`src/rtl/uart_io_bridge_if.sv`:
```
// Processor IO-port bus between a soft CPU (master) and the UART bridge (slave).
interface uart_io_bridge_if;
    logic [7:0] IO_port_ID;
    logic [7:0] IO_write_data;
    logic       IO_write_strobe;
    logic       IO_read_strobe;
    logic [7:0] IO_read_data;

    modport master (
        output IO_port_ID, IO_write_data, IO_write_strobe, IO_read_strobe,
        input  IO_read_data
    );

    modport slave (
        input  IO_port_ID, IO_write_data, IO_write_strobe, IO_read_strobe,
        output IO_read_data
    );
endinterface

```
`src/rtl/uart_io_bridge.sv`:
```
// UART bridge for an 8-bit IO-port processor: TX FIFO + serialiser, RX deserialiser with status flags.
// Define UART_IO_BRIDGE_LOOPBACK_EN to feed the TX serial stream back into the RX path.
module uart_io_bridge #(
    parameter int CLKS_PER_BIT = 868,
    parameter int TX_DEPTH     = 8
) (
    input  logic             clk100,
    input  logic             reset,
    uart_io_bridge_if.slave  io,
    output logic             uart_tx,
    input  logic             uart_rx
);
    localparam int PW = $clog2(TX_DEPTH);
    localparam int CW = PW + 1;
    localparam int TW = $clog2(CLKS_PER_BIT);
    localparam logic [TW-1:0] BIT_LAST  = TW'(CLKS_PER_BIT - 1);
    localparam logic [TW-1:0] HALF_LAST = TW'(CLKS_PER_BIT / 2 - 1);

    typedef enum logic [1:0] {S_IDLE, S_START, S_DATA, S_STOP} state_e;

    logic [7:0]    fifo_mem [TX_DEPTH];
    logic [PW-1:0] wr_ptr_q, wr_ptr_d, rd_ptr_q, rd_ptr_d;
    logic [CW-1:0] count_q, count_d;
    logic          fifo_full, fifo_empty, fifo_push, fifo_pop;

    state_e        tx_state_q, tx_state_d;
    logic [TW-1:0] tx_cnt_q, tx_cnt_d;
    logic [2:0]    tx_idx_q, tx_idx_d;
    logic [7:0]    tx_shift_q, tx_shift_d;
    logic          tx_q, tx_d;

    logic          rx_src, sync1_q, sync2_q, rx_prev_q, rx_fall;
    state_e        rx_state_q, rx_state_d;
    logic [TW-1:0] rx_cnt_q, rx_cnt_d;
    logic [2:0]    rx_idx_q, rx_idx_d;
    logic [7:0]    rx_shift_q, rx_shift_d, rx_hold_q, rx_hold_d;
    logic          rx_present_q, rx_present_d, ovr_q, ovr_d, fe_q, fe_d;
    logic          rx_load, rx_ovr_set, rx_fe_set, rd_data, rd_flags;

`ifdef UART_IO_BRIDGE_LOOPBACK_EN
    logic lb_unused_rx;
    assign lb_unused_rx = uart_rx;
    assign rx_src       = tx_q;
`else
    assign rx_src = uart_rx;
`endif

    assign uart_tx    = tx_q;
    assign fifo_full  = (count_q == CW'(TX_DEPTH));
    assign fifo_empty = (count_q == '0);
    // A full FIFO still accepts a write when the head is leaving on the same edge.
    assign fifo_push  = io.IO_write_strobe && (io.IO_port_ID == 8'h01) && (!fifo_full || fifo_pop);
    assign rd_data    = io.IO_read_strobe && (io.IO_port_ID == 8'h01);
    assign rd_flags   = io.IO_read_strobe && (io.IO_port_ID == 8'h04);
    assign rx_fall    = rx_prev_q && !sync2_q;

    always_comb begin
        tx_state_d = tx_state_q;
        tx_cnt_d   = tx_cnt_q;
        tx_idx_d   = tx_idx_q;
        tx_shift_d = tx_shift_q;
        fifo_pop   = 1'b0;
        case (tx_state_q)
            S_IDLE: if (!fifo_empty) begin
                fifo_pop   = 1'b1;
                tx_state_d = S_START;
                tx_cnt_d   = BIT_LAST;
                tx_shift_d = fifo_mem[rd_ptr_q];
            end
            S_START: if (tx_cnt_q == '0) begin
                tx_state_d = S_DATA;
                tx_cnt_d   = BIT_LAST;
                tx_idx_d   = 3'd0;
            end else tx_cnt_d = tx_cnt_q - TW'(1);
            S_DATA: if (tx_cnt_q == '0) begin
                tx_cnt_d = BIT_LAST;
                if (tx_idx_q == 3'd7) tx_state_d = S_STOP;
                else begin
                    tx_idx_d   = tx_idx_q + 3'd1;
                    tx_shift_d = {1'b0, tx_shift_q[7:1]};
                end
            end else tx_cnt_d = tx_cnt_q - TW'(1);
            S_STOP: if (tx_cnt_q == '0) begin
                if (!fifo_empty) begin
                    fifo_pop   = 1'b1;
                    tx_state_d = S_START;
                    tx_cnt_d   = BIT_LAST;
                    tx_shift_d = fifo_mem[rd_ptr_q];
                end else tx_state_d = S_IDLE;
            end else tx_cnt_d = tx_cnt_q - TW'(1);
            default: tx_state_d = S_IDLE;
        endcase
        tx_d = 1'b1;
        if (tx_state_d == S_START)     tx_d = 1'b0;
        else if (tx_state_d == S_DATA) tx_d = tx_shift_d[0];
    end

    always_comb begin
        wr_ptr_d = wr_ptr_q + (fifo_push ? PW'(1) : PW'(0));
        rd_ptr_d = rd_ptr_q + (fifo_pop ? PW'(1) : PW'(0));
        count_d  = count_q;
        if (fifo_push && !fifo_pop)      count_d = count_q + CW'(1);
        else if (!fifo_push && fifo_pop) count_d = count_q - CW'(1);
    end

    always_comb begin
        rx_state_d = rx_state_q;
        rx_cnt_d   = rx_cnt_q;
        rx_idx_d   = rx_idx_q;
        rx_shift_d = rx_shift_q;
        rx_load    = 1'b0;
        rx_ovr_set = 1'b0;
        rx_fe_set  = 1'b0;
        case (rx_state_q)
            S_IDLE: if (rx_fall) begin
                rx_state_d = S_START;
                rx_cnt_d   = HALF_LAST;
            end
            S_START: if (rx_cnt_q == '0) begin
                if (sync2_q) rx_state_d = S_IDLE;
                else begin
                    rx_state_d = S_DATA;
                    rx_cnt_d   = BIT_LAST;
                    rx_idx_d   = 3'd0;
                end
            end else rx_cnt_d = rx_cnt_q - TW'(1);
            S_DATA: if (rx_cnt_q == '0) begin
                rx_shift_d = {sync2_q, rx_shift_q[7:1]};
                rx_cnt_d   = BIT_LAST;
                if (rx_idx_q == 3'd7) rx_state_d = S_STOP;
                else rx_idx_d = rx_idx_q + 3'd1;
            end else rx_cnt_d = rx_cnt_q - TW'(1);
            S_STOP: if (rx_cnt_q == '0) begin
                rx_state_d = S_IDLE;
                if (!sync2_q)          rx_fe_set  = 1'b1;
                else if (rx_present_q) rx_ovr_set = 1'b1;
                else                   rx_load    = 1'b1;
            end else rx_cnt_d = rx_cnt_q - TW'(1);
            default: rx_state_d = S_IDLE;
        endcase
    end

    // Setting events win over the processor's clear-on-read.
    assign rx_hold_d    = rx_load ? rx_shift_q : rx_hold_q;
    assign rx_present_d = rx_load || (rx_present_q && !rd_data);
    assign ovr_d        = rx_ovr_set || (ovr_q && !rd_flags);
    assign fe_d         = rx_fe_set || (fe_q && !rd_flags);

    always_comb begin
        case (io.IO_port_ID)
            8'h01:   io.IO_read_data = rx_hold_q;
            8'h02:   io.IO_read_data = {8{rx_present_q}};
            8'h03:   io.IO_read_data = {8{fifo_full}};
            8'h04:   io.IO_read_data = {6'b0, fe_q, ovr_q};
            default: io.IO_read_data = 8'hFF;
        endcase
    end

    always_ff @(posedge clk100) begin
        if (fifo_push && !reset) fifo_mem[wr_ptr_q] <= io.IO_write_data;
    end

    always_ff @(posedge clk100) begin
        if (reset) begin
            wr_ptr_q     <= '0;
            rd_ptr_q     <= '0;
            count_q      <= '0;
            tx_state_q   <= S_IDLE;
            tx_cnt_q     <= '0;
            tx_idx_q     <= '0;
            tx_shift_q   <= '0;
            tx_q         <= 1'b1;
            sync1_q      <= 1'b1;
            sync2_q      <= 1'b1;
            rx_prev_q    <= 1'b1;
            rx_state_q   <= S_IDLE;
            rx_cnt_q     <= '0;
            rx_idx_q     <= '0;
            rx_shift_q   <= '0;
            rx_hold_q    <= '0;
            rx_present_q <= 1'b0;
            ovr_q        <= 1'b0;
            fe_q         <= 1'b0;
        end else begin
            wr_ptr_q     <= wr_ptr_d;
            rd_ptr_q     <= rd_ptr_d;
            count_q      <= count_d;
            tx_state_q   <= tx_state_d;
            tx_cnt_q     <= tx_cnt_d;
            tx_idx_q     <= tx_idx_d;
            tx_shift_q   <= tx_shift_d;
            tx_q         <= tx_d;
            sync1_q      <= rx_src;
            sync2_q      <= sync1_q;
            rx_prev_q    <= sync2_q;
            rx_state_q   <= rx_state_d;
            rx_cnt_q     <= rx_cnt_d;
            rx_idx_q     <= rx_idx_d;
            rx_shift_q   <= rx_shift_d;
            rx_hold_q    <= rx_hold_d;
            rx_present_q <= rx_present_d;
            ovr_q        <= ovr_d;
            fe_q         <= fe_d;
        end
    end
endmodule

```
`src/flat_wrapper.sv`:
```
// flat-port wrapper written by rule: the top's interface ports become plain ports
module uart_io_bridge_flat 
#(
    parameter int CLKS_PER_BIT = 868,
    parameter int TX_DEPTH     = 8
)
  (clk100, reset, uart_tx, uart_rx, io_IO_port_ID, io_IO_write_data, io_IO_write_strobe, io_IO_read_strobe, io_IO_read_data);
  uart_io_bridge_if io_i ();
  input  logic clk100;
  input  logic reset;
  output logic uart_tx;
  input  logic uart_rx;
  input wire logic [$bits(io_i.IO_port_ID)-1:0] io_IO_port_ID;
  input wire logic [$bits(io_i.IO_write_data)-1:0] io_IO_write_data;
  input wire logic [$bits(io_i.IO_write_strobe)-1:0] io_IO_write_strobe;
  input wire logic [$bits(io_i.IO_read_strobe)-1:0] io_IO_read_strobe;
  output wire logic [$bits(io_i.IO_read_data)-1:0] io_IO_read_data;
  assign io_i.IO_port_ID = io_IO_port_ID;
  assign io_i.IO_write_data = io_IO_write_data;
  assign io_i.IO_write_strobe = io_IO_write_strobe;
  assign io_i.IO_read_strobe = io_IO_read_strobe;
  assign io_IO_read_data = io_i.IO_read_data;
  uart_io_bridge #(.CLKS_PER_BIT(CLKS_PER_BIT), .TX_DEPTH(TX_DEPTH)) u_core (.clk100(clk100), .reset(reset), .io(io_i), .uart_tx(uart_tx), .uart_rx(uart_rx));
endmodule
```
`config.mk`:
```
export PLATFORM = sky130hd
export DESIGN_NAME = uart_io_bridge_flat
export DESIGN_NICKNAME = d
export VERILOG_FILES = /design/src/rtl/uart_io_bridge_if.sv /design/src/rtl/uart_io_bridge.sv /design/src/flat_wrapper.sv
export SDC_FILE = /design/constraint.sdc
export NUM_CORES = 1
export LEC_CHECK = 0
export BUFFER_PORTS_ARGS = -buffer_cell sky130_fd_sc_hd__buf_2
export CORE_ASPECT_RATIO = 0.7
export CORE_MARGIN = 5
export CORE_UTILIZATION = 40
export DETAILED_ROUTE_END_ITERATION = 10
export SLEW_MARGIN = 40
export SYNTH_ARGS = -nofsm -noshare
export SYNTH_HDL_FRONTEND = slang
export SYNTH_SLANG_ARGS = --single-unit
```
`constraint.sdc`:
```
create_clock -name clk100 -period 4.2 [get_ports clk100]
set_clock_uncertainty 0.2 [all_clocks]
set_input_delay 0.84 -clock clk100 [delete_from_list [all_inputs] [get_ports clk100]]
set_output_delay 0.84 -clock clk100 [all_outputs]
set_load 0.01 [all_outputs]
```
# Yosys cells after proc, flatten, opt, wreduce, memory -nomap -nowiden
# Memories as Yosys holds them, arrays and structs flattened. A register that Yosys moved wholly into a read port is not among the register bits.
# Index checks and enable logic that the tools add are counted.
[totals]
word_cells = 157
inputBits = 21
register_bits = 71
ramBits = 64
n_memories = 1
output_inout_bits = 9
[classes]
eq_ne = 28
n_mux = 62
addsub = 8
reduce_logical = 38
[mem_list]
columns = ["name", "words", "width", "read_ports", "rd_ports_with_merged_regs", "wr", "line_no", "source"]
rows = [
  ["u_core.fifo_mem", 8, 8, 1, 1, 1, "uart_io_bridge.sv:21", "logic [7:0] fifo_mem [TX_DEPTH];"],
]
[ops]
columns = ["cell", "count"]
rows = [
  ["10-bit 2-to-1 mux", 8],
  ["10-bit one-hot mux with 4 select lines", 1],
  ["8-bit 2-to-1 mux", 4],
  ["8-bit one-hot mux with 4 select lines", 1],
  ["10-bit one-hot mux with 3 select lines", 1],
  ["3-bit 2-to-1 mux", 8],
  ["8-bit one-hot mux with 3 select lines", 1],
  ["2-bit 2-to-1 mux", 11],
  ["10-bit logical NOT", 2],
  ["1-bit 2-to-1 mux", 20],
  ["10-bit by 1-bit subtractor with 10-bit output, second input constant", 2],
  ["8-bit by 2-bit == test with 1-bit output, second input constant", 2],
  ["2-bit by 1-bit inequality test with 1-bit output, second input constant", 8],
  ["2-bit one-hot mux with 4 select lines", 2],
  ["3-bit one-hot mux with 2 select lines", 2],
  ["1-bit logical AND", 11],
  ["2-bit == test, second input constant", 5],
  ["5-bit AND reduction", 2],
  ["8-bit by 1-bit == test with 1-bit output, second input constant", 1],
  ["8-bit by 3-bit == test with 1-bit output, second input constant", 1],
  ["4-bit 2-to-1 mux", 2],
  ["2-bit inequality test, second input constant", 4],
  ["4-bit AND reduction", 2],
  ["1-bit logical NOT", 7],
  ["other kinds (17)", 28],
]

# Logic depth before layout (Yosys ltp)
# Gate-level depths: netlist of run 1.
[depth]
ltp_word = 10
mapped_depth = 14
ltp_nobuf = 14

# Worst setup path before layout of run 1
# OpenSTA, ideal clock, no wires.
[synth_path]
kind = "input to register"
from = "in io_IO_port_ID[3]"
to = "mem u_core.fifo_mem[7][0], enable pin"
t_arrival_ns = 3.018
stages = 6
slack_ns = 0.587
setup_ns = 0.395
t_required_ns = 3.605
path_cell_list = "nor3_1 > nand2_1 > nor4b_2 > o211a_1 > nand2_1 > nor4bb_1"
[synth_between]
elab_chain_cells = 6
[synth_lines]
columns = ["item", "line_no", "source"]
rows = [
  ["from (decl)", "flat_wrapper.sv:13", "input wire logic [$bits(io_i.IO_port_ID)-1:0] io_IO_port_ID;"],
  ["8-bit by 1-bit == test with 1-bit output", "uart_io_bridge.sv:52", "assign fifo_push = io.IO_write_strobe && (io.IO_port_ID == 8'h01) && (!fifo_full || fifo_pop);"],
  ["1-bit logical AND (2 in a row)", "uart_io_bridge.sv:52", ""],
  ["1-bit logical AND", "uart_io_bridge.sv:160", "if (fifo_push && !reset) fifo_mem[wr_ptr_q] <= io.IO_write_data;"],
  ["1-bit 2-to-1 mux", "uart_io_bridge.sv:160", ""],
  ["1-bit 2-to-1 mux (implied by the code)", "uart_io_bridge.sv:160", ""],
  ["to (decl)", "uart_io_bridge.sv:21", ""],
]
# No other way between the ends.

# Worst setup path in the final report of run 1
[layout_path]
from = "reg u_core.tx_cnt_q[0]"
to = "reg u_core.count_q[3]"
[layout_between]
elab_chain_cells = 8
[layout_lines]
columns = ["item", "line_no", "source"]
rows = [
  ["from (decl)", "uart_io_bridge.sv:27", "logic [TW-1:0] tx_cnt_q, tx_cnt_d;"],
  ["from (signal assigned)", "uart_io_bridge.sv:189", "tx_cnt_q <= tx_cnt_d;"],
  ["10-bit logical NOT (*)", "uart_io_bridge.sv:83", "S_STOP: if (tx_cnt_q == '0) begin"],
  ["1-bit 2-to-1 mux (*)", "uart_io_bridge.sv:83", ""],
  ["1-bit one-hot mux with 2 select lines (*)", "uart_io_bridge.sv:63", "case (tx_state_q)"],
  ["1-bit logical OR", "uart_io_bridge.sv:52", ""],
  ["1-bit logical AND", "uart_io_bridge.sv:52", ""],
  ["1-bit logical NOT", "uart_io_bridge.sv:103", "else if (!fifo_push && fifo_pop) count_d = count_q - CW'(1);"],
  ["1-bit logical AND", "uart_io_bridge.sv:103", ""],
  ["2-bit nonzero test (no source line)", "--", ""],
  ["to (signal assigned)", "uart_io_bridge.sv:187", "count_q <= count_d;"],
  ["to (decl)", "uart_io_bridge.sv:23", "logic [CW-1:0] count_q, count_d;"],
]
# Every way passes the cells marked *; elsewhere a longest branch is shown, timed or not.
# A chain may end at the register's enable or synchronous reset.

==> qor.txt, run 1 <==
status = finished clean
Rows = 38
crit path kind = reg -> reg
CTS tree = built
Clock Latency Late Sink = 0.41 ns
ys flop type = dfxtp_1
residual DRC count = 0
post-DP HPWL = 8.65 mm
Max Buffers Root-to-Sink = 2
initial antenna violation count = 0
RSZ-0062 raised after global routing = false
share of layout cells above drive strength 1 = 17.3%
Setup violations, final = 0
1st-iter DRT viols = 416
Crit path buffers/inverters = 2
# Max-Cap Violations = 0
Post-synth EDFFs = 64
DIE HEIGHT = 115 um
Die Area = 0.0183 mm2
r2r startpoint = u_core.tx_cnt_q[0]$_SDFF_PP0_
Slew HR = 51.3%
Boundary Pins = 30
Crit path arrival time = 3.90 ns
Startpoint Class = flop
pwr dens = 591 mW/mm2
Initial DRT Pass Iterations = 5
Hold Violations, Final = 0
flops & latches, synth = 135
worst min-delay path category = reg -> reg
I/O Buffers = 29
gpl congestion = 0.801
Post-synth ARST share = 0%
CTS buffer count = 17
via density per instance = 5.48
Post-Syn Area = 0.00627 mm2
Final min period = 3.76 ns
transition time of the tightest slew-check pin = 0.726 ns
syn_nets = 613
wire length per cell = 15.9 um
Total Neg Setup Slack = 0 ns
ANT nets after route = 0
register area share after synthesis = 53.3%
worst-path maximum fanout = 6
Total Wirelength = 12.9 mm
Worst Setup SP = u_core.tx_cnt_q[0]$_SDFF_PP0_
nets = 643
synth warn = 0
area of the core = 0.0155 mm2
distinct cell type count after synthesis = 67
ANT cells = 0
max frequency = 266 MHz
VDD IR max = 0.328 mV
H-Tree Depth = 4
Largest stage delay, worst path = 0.51 ns
crit path capture type = flop
Critical Path Slowest Stage Cell = nor3_1
Top delay family on crit path = simple AND/OR/NAND/NOR gates
Total Power Consumption = 0.00424 W
CTS sink cnt = 135
worst path cell trace = inv_1, ha_1, nor4b_4, a41oi_2, nor3_1, o211a_1, ha_1, inv_1, ha_1, a21o_1, a21oi_1, xnor2_1, or3_1, a21oi_1
Cells after Synth = 569
Hold Startpoint = u_core.sync1_q$_SDFF_PP1_
total gr overflow = 0
largest net degree at the start of global routing = 45
GRT Total Usage = 14.9%
number of setup buffers added after CTS = 0
Starting Density = 40.6%
first-pass GRT wire length = 21.9 mm
Clk pin slew, worst setup/hold paths = 0.06 ns
Clock Root Buffer = clkbuf_16
die width = 160 um
Pins Over Slew Limit = 0
Filler Cell Count = 1379
synthesized area per cell = 11.0 um2
Leak = 2.51 nW
via count = 4447
area grow syn2layout = 14.3%
Top cell by count, worst path = ha_1
Crit path required time = 4.34 ns
vias in the first global route = 4269
fin crit share = 89.6%
==> what timing repair did <==
action                     CTS  global route
hold buffers                 0             0
setup endpoints to repair    0             1
gates resized for setup      0             1
==> report_power, final <==
group          internal [W]  switching (W)
Sequential          0.00148       0.000128
Clock              0.000798       0.000522
Combinational      0.000539       0.000765
==> worst register-to-register path: stages, from the launching register on <==
cell     delay [ns]
dfxtp_1        0.34
inv_1          0.07
ha_1           0.23
nor4b_4        0.41
a41oi_2        0.20
nor3_1         0.51
o211a_1        0.30
ha_1           0.19
inv_1          0.10
ha_1           0.28
a21o_1         0.18
a21oi_1        0.16
xnor2_1        0.09
or3_1          0.30
a21oi_1        0.13
==> layer usage <==
metal	share of wire (%)	wire length, um	GRT usage (%)	up-vias
met4	1.1	145	4.86	0
met5	0	0	0	-
li1	-	-	-	2180
met3	5.2	676	3.55	13
met2	43	5530	21.9	121
met1	51	6530	21.8	2133
==> per-stage QoR <==
stage | setup slack [ns] | util (%) | hold WS [ns] | area, um2 | std cells
floorplan | 0.587 | - | 0.189 | 6270 | 569
global placement | 0.487 | 42.9 | 0.197 | 6630 | 780
detailed placement | 0.390 | 42.9 | 0.206 | 6640 | 780
CTS | 0.356 | 46.3 | 0.212 | 7160 | 812
global route | 0.188 | 46.4 | 0.245 | 7170 | 812
finish | 0.437 | 46.4 | 0.211 | 7170 | 812
==> path summary, 6_finish.rpt <==
check                                        end  slack, ns  cells after the start
setup / recovery  u_core.count_q[3]$_SDFFE_PP0P_       0.44                     14
hold / removal         u_core.sync2_q$_SDFF_PP1_       0.21                      1
setup reg to reg  u_core.count_q[3]$_SDFFE_PP0P_       0.44                     14
hold reg to reg        u_core.sync2_q$_SDFF_PP1_       0.21                      1
==> layout make-up <==
cell class,count,area [um2],share of cell area [%]
inverter,16,60.1,0.838
tap,200,250,3.49
timing repair buffer,41,235,3.28
sequential,135,3340,46.6
clock inverter,12,86.3,1.20
clock buffer,20,437,6.09
multi-input combinational,388,2760,38.5
==> flip-flops by register name, indices dropped and copies added, names as in the netlist, named ones only <==
| register | flops |
|---|---|
| u_core.rx_idx_q | 3 |
| u_core.sync2_q | 1 |
| u_core.ovr_q | 1 |
| u_core.tx_idx_q | 3 |
| u_core.uart_tx | 1 |
| u_core.tx_cnt_q | 10 |
| u_core.rx_shift_q | 8 |
| u_core.rx_cnt_q | 10 |
| u_core.sync1_q | 1 |
| u_core.tx_state_q | 2 |
| u_core.rx_present_q | 1 |
| u_core.rx_prev_q | 1 |
| u_core.count_q | 4 |
| u_core.rx_hold_q | 8 |
| u_core.rd_ptr_q | 3 |
| u_core.rx_state_q | 1 |
| u_core.fe_q | 1 |
| u_core.fifo_mem | 64 |
| u_core.tx_shift_q | 8 |
| u_core.wr_ptr_q | 3 |
==> kinds of logic after synthesis <==
kind of cell | after synthesis | share of synthesized area, %
flops | 135 | 53.3
simple gates | 188 | 15.1
buf+inv | 46 | 3.05
fa+ha+maj | 23 | 4.71
compound gates | 132 | 13.6
mux | 36 | 8.97
xor+xnor | 9 | 1.26
==> placed cells by master, fill, tap and decap left out, types with 17 or more instances in the layout <==
cell type,count
buf_2,29
a21oi_1,52
nor3_1,19
nand2_1,31
ha_1,22
dfxtp_1,70
clkbuf_16,17
mux2i_1,18
nor2_1,71
edfxtp_1,64
==> cells in the mapped netlist, types with 6 or more instances <==
library cell | instances | area, um2
dfxtp_1 | 71 | 1420
nor2_1 | 71 | 267
edfxtp_1 | 64 | 1920
a21oi_1 | 53 | 265
nand2_1 | 31 | 116
clkbuf_1 | 22 | 82.6
ha_1 | 22 | 275
nor3_1 | 19 | 95.1
mux2i_1 | 18 | 180
inv_1 | 16 | 60.1
mux4_2 | 16 | 360
o21ai_0 | 16 | 80.1
a211oi_1 | 14 | 105
nand3_1 | 13 | 65.1
nor2b_1 | 12 | 75.1
o21ai_1 | 8 | 40.0
xnor2_1 | 8 | 70.1
a21o_1 | 7 | 52.6
or3_1 | 6 | 37.5
No activity file was read; power rests on OpenSTA's default activity.
==> run 2: changes to the inputs <==
Settings changed: CTS_BUF_LIST from default to sky130_fd_sc_hd__clkbuf_16.
==> qor.txt, run 2 (synthesized netlist as in run 1, its figures left out) <==
power share of the clock group = 31.1% (about the same)
post-DP HPWL = 8.65 mm (unchanged)
I/O Buffers = 29 (unchanged)
DP Area = 0.00664 mm2 (unchanged)
worst min-delay path category = reg -> reg
crit path kind = reg -> reg
total gr overflow = 0 (unchanged)
area grow syn2layout = 14.3% (unchanged)
Initial DRT Pass Iterations = 5 (unchanged)
DIE HEIGHT = 115 um (unchanged)
final setup margin = 0.463 ns (+0.0259 ns)
via count = 4452 (+0.11%)
residual DRC count = 0 (unchanged)
hold path depth = 1 (unchanged)
GRT Total Usage = 14.9% (unchanged)
status = finished clean
P_int = 0.00281 W (-0.26%)
CTS tree = built
Largest regs = u_core.fifo_mem x64, u_core.rx_cnt_q x10, u_core.tx_cnt_q x10
Total Neg Setup Slack = 0 ns (unchanged)
Pins Over Slew Limit = 0 (unchanged)
Startpoint Class = flop
fin crit share = 89.0% (-0.62 points)
max reg flops = 64 (unchanged)
Crit path required time = 4.34 ns (about the same)
Max Buffers Root-to-Sink = 2 (unchanged)
Reg with most FFs = u_core.fifo_mem
via density per instance = 5.48 (+0.11%)
VDD IR max = 0.328 mV (about the same)
Starting Density = 40.6% (unchanged)
R2R cell count = 14 (unchanged)
Final min period = 3.74 ns (-0.0259 ns)
Clk pin slew, worst setup/hold paths = 0.06 ns (about the same)
Crit path arrival time = 3.88 ns (-0.02 ns)
worst-path maximum fanout = 6 (unchanged)
transition time of the tightest slew-check pin = 0.726 ns (-0.0000839 ns)
ANT cells = 0 (unchanged)
reg2reg setup slack = 0.46 ns (+0.03 ns)
CTS sink cnt = 135 (unchanged)
commonest non-fill, non-tap cell in the layout = nor2_1
Net Sw Power = 0.00141 W (about the same)
FF-to-FF End = u_core.count_q[3]$_SDFFE_PP0P_
most frequent cells in the layout = nor2_1, dfxtp_1, edfxtp_1
Rows = 38 (unchanged)
RSZ-0062 raised after global routing = false
pwr dens = 589 mW/mm2 (-0.19%)
crit path capture type = flop
Die Area = 0.0183 mm2 (unchanged)
first-pass GRT wire length = 21.9 mm (unchanged)
H-Tree Depth = 4 (unchanged)
CTS buffer count = 17 (unchanged)
Setup violations, final = 0 (unchanged)
1st-iter DRT viols = 416 (unchanged)
share of layout cells above drive strength 1 = 17.3% (unchanged)
Leak = 2.52 nW (+0.50%)
ANT nets after route = 0 (unchanged)
# Max-Cap Violations = 0 (unchanged)
area of the core = 0.0155 mm2 (unchanged)
Post-Place Worst Slack = 0.390 ns (unchanged)
r2r startpoint = u_core.tx_cnt_q[0]$_SDFF_PP0_
max frequency = 268 MHz (+0.69%)
die width = 160 um (unchanged)
initial antenna violation count = 0 (unchanged)
Boundary Pins = 30 (unchanged)
Hold Path Sink = u_core.sync2_q$_SDFF_PP1_
switching share of power = 33.4% (+0.048 points)
wire length per cell = 15.9 um (about the same)
final instance area = 0.00717 mm2 (unchanged)
area of the multi-input gates = 0.00276 mm2 (unchanged)
Total Wirelength = 12.9 mm (about the same)
Clock Root Buffer = clkbuf_16
nets = 643 (unchanged)
number of setup buffers added after CTS = 0 (unchanged)
gpl congestion = 0.801 (unchanged)
register area = 0.00334 mm2 (unchanged)
Slew HR = 51.3% (about the same)
Clock Latency Late Sink = 0.41 ns (about the same)
Hold Violations, Final = 0 (unchanged)
Filler Cell Count = 1379 (unchanged)
sequential share of power = 38.1% (about the same)
vias in the first global route = 4269 (unchanged)
Comb pwr share = 30.8% (about the same)
largest net degree at the start of global routing = 45 (unchanged)
Hold Startpoint = u_core.sync1_q$_SDFF_PP1_
## run 2: changes by cell type in the layout (fill, tap and decap cells not counted), sizes merged
| cell | delta |
|---|---|
| clkbuf | -3 |
| inv | +3 |
## run 2: final cells by class
type	count	area share, %
Sequential cell	135	46.6
Multi-Input combinational cell	388	38.5
Clock buffer	17	5.93
Tap cell	200	3.49
Timing Repair Buffer	41	3.28
Clock inverter	15	1.36
Inverter	16	0.838
## run 2: power groups by stage
| stage | logic (W) | registers (W) | clock network [W] |
|---|---|---|---|
| global route | 0.00146 | 0.00163 | 0.00141 |
| finish | 0.00130 | 0.00161 | 0.00131 |
| floorplan | 0.00105 | 0.00159 | 0 |
| CTS | 0.00129 | 0.00161 | 0.00134 |
| detailed placement | 0.00128 | 0.00164 | 0 |
| global placement | 0.00125 | 0.00163 | 0 |
## run 2: how the worst max path moves through the flow
stage                                  start                         endpoint  cells past startpoint
4_1_cts        u_core.tx_cnt_q[0]$_SDFF_PP0_   u_core.count_q[3]$_SDFFE_PP0P_                     14
5_1_grt        u_core.tx_cnt_q[0]$_SDFF_PP0_   u_core.count_q[3]$_SDFFE_PP0P_                     14
3_3_place_gp   u_core.tx_cnt_q[0]$_SDFF_PP0_   u_core.count_q[3]$_SDFFE_PP0P_                     14
3_5_place_dp   u_core.tx_cnt_q[0]$_SDFF_PP0_   u_core.count_q[3]$_SDFFE_PP0P_                     14
2_1_floorplan               io_IO_port_ID[3]  u_core.fifo_mem[7][0]$_DFFE_PP_                      6
6_report       u_core.tx_cnt_q[0]$_SDFF_PP0_   u_core.count_q[3]$_SDFFE_PP0P_                     14
## run 2: what timing repair did
item / CTS / global route
hold buffers: 0 / 0
gates resized for setup: 0 / 1
setup endpoints to repair: 0 / 1
## run 2: critical path: stages, from the launching register on
cell and delay, ns:
dfxtp_1 0.34, inv_1 0.07, ha_1 0.23, nor4b_4 0.39, a41oi_2 0.20, nor3_1 0.51
o211a_1 0.30, ha_1 0.19, inv_1 0.10, ha_1 0.28, a21o_1 0.18, a21oi_1 0.16
xnor2_1 0.09, or3_1 0.30, a21oi_1 0.13
## run 2: stage by stage
step           total power (W)  hold WS, ns  cells  util [%]
3_3_place_gp           0.00288        0.197    780      42.9
4_1_cts                0.00423        0.212    812      46.3
3_5_place_dp           0.00291        0.206    780      42.9
5_1_grt                0.00450        0.245    812      46.4
2_1_floorplan          0.00264        0.189    569         -
6_report               0.00423        0.211    812      46.4
## run 2: routing by layer
metal | GRT usage (%) | routed length, um | up-vias
li1 | - | - | 2182
met1 | 21.8 | 6540 | 2144
met2 | 21.9 | 5540 | 111
met3 | 3.55 | 644 | 15
met4 | 4.86 | 146 | 0
met5 | 0 | 0 | -
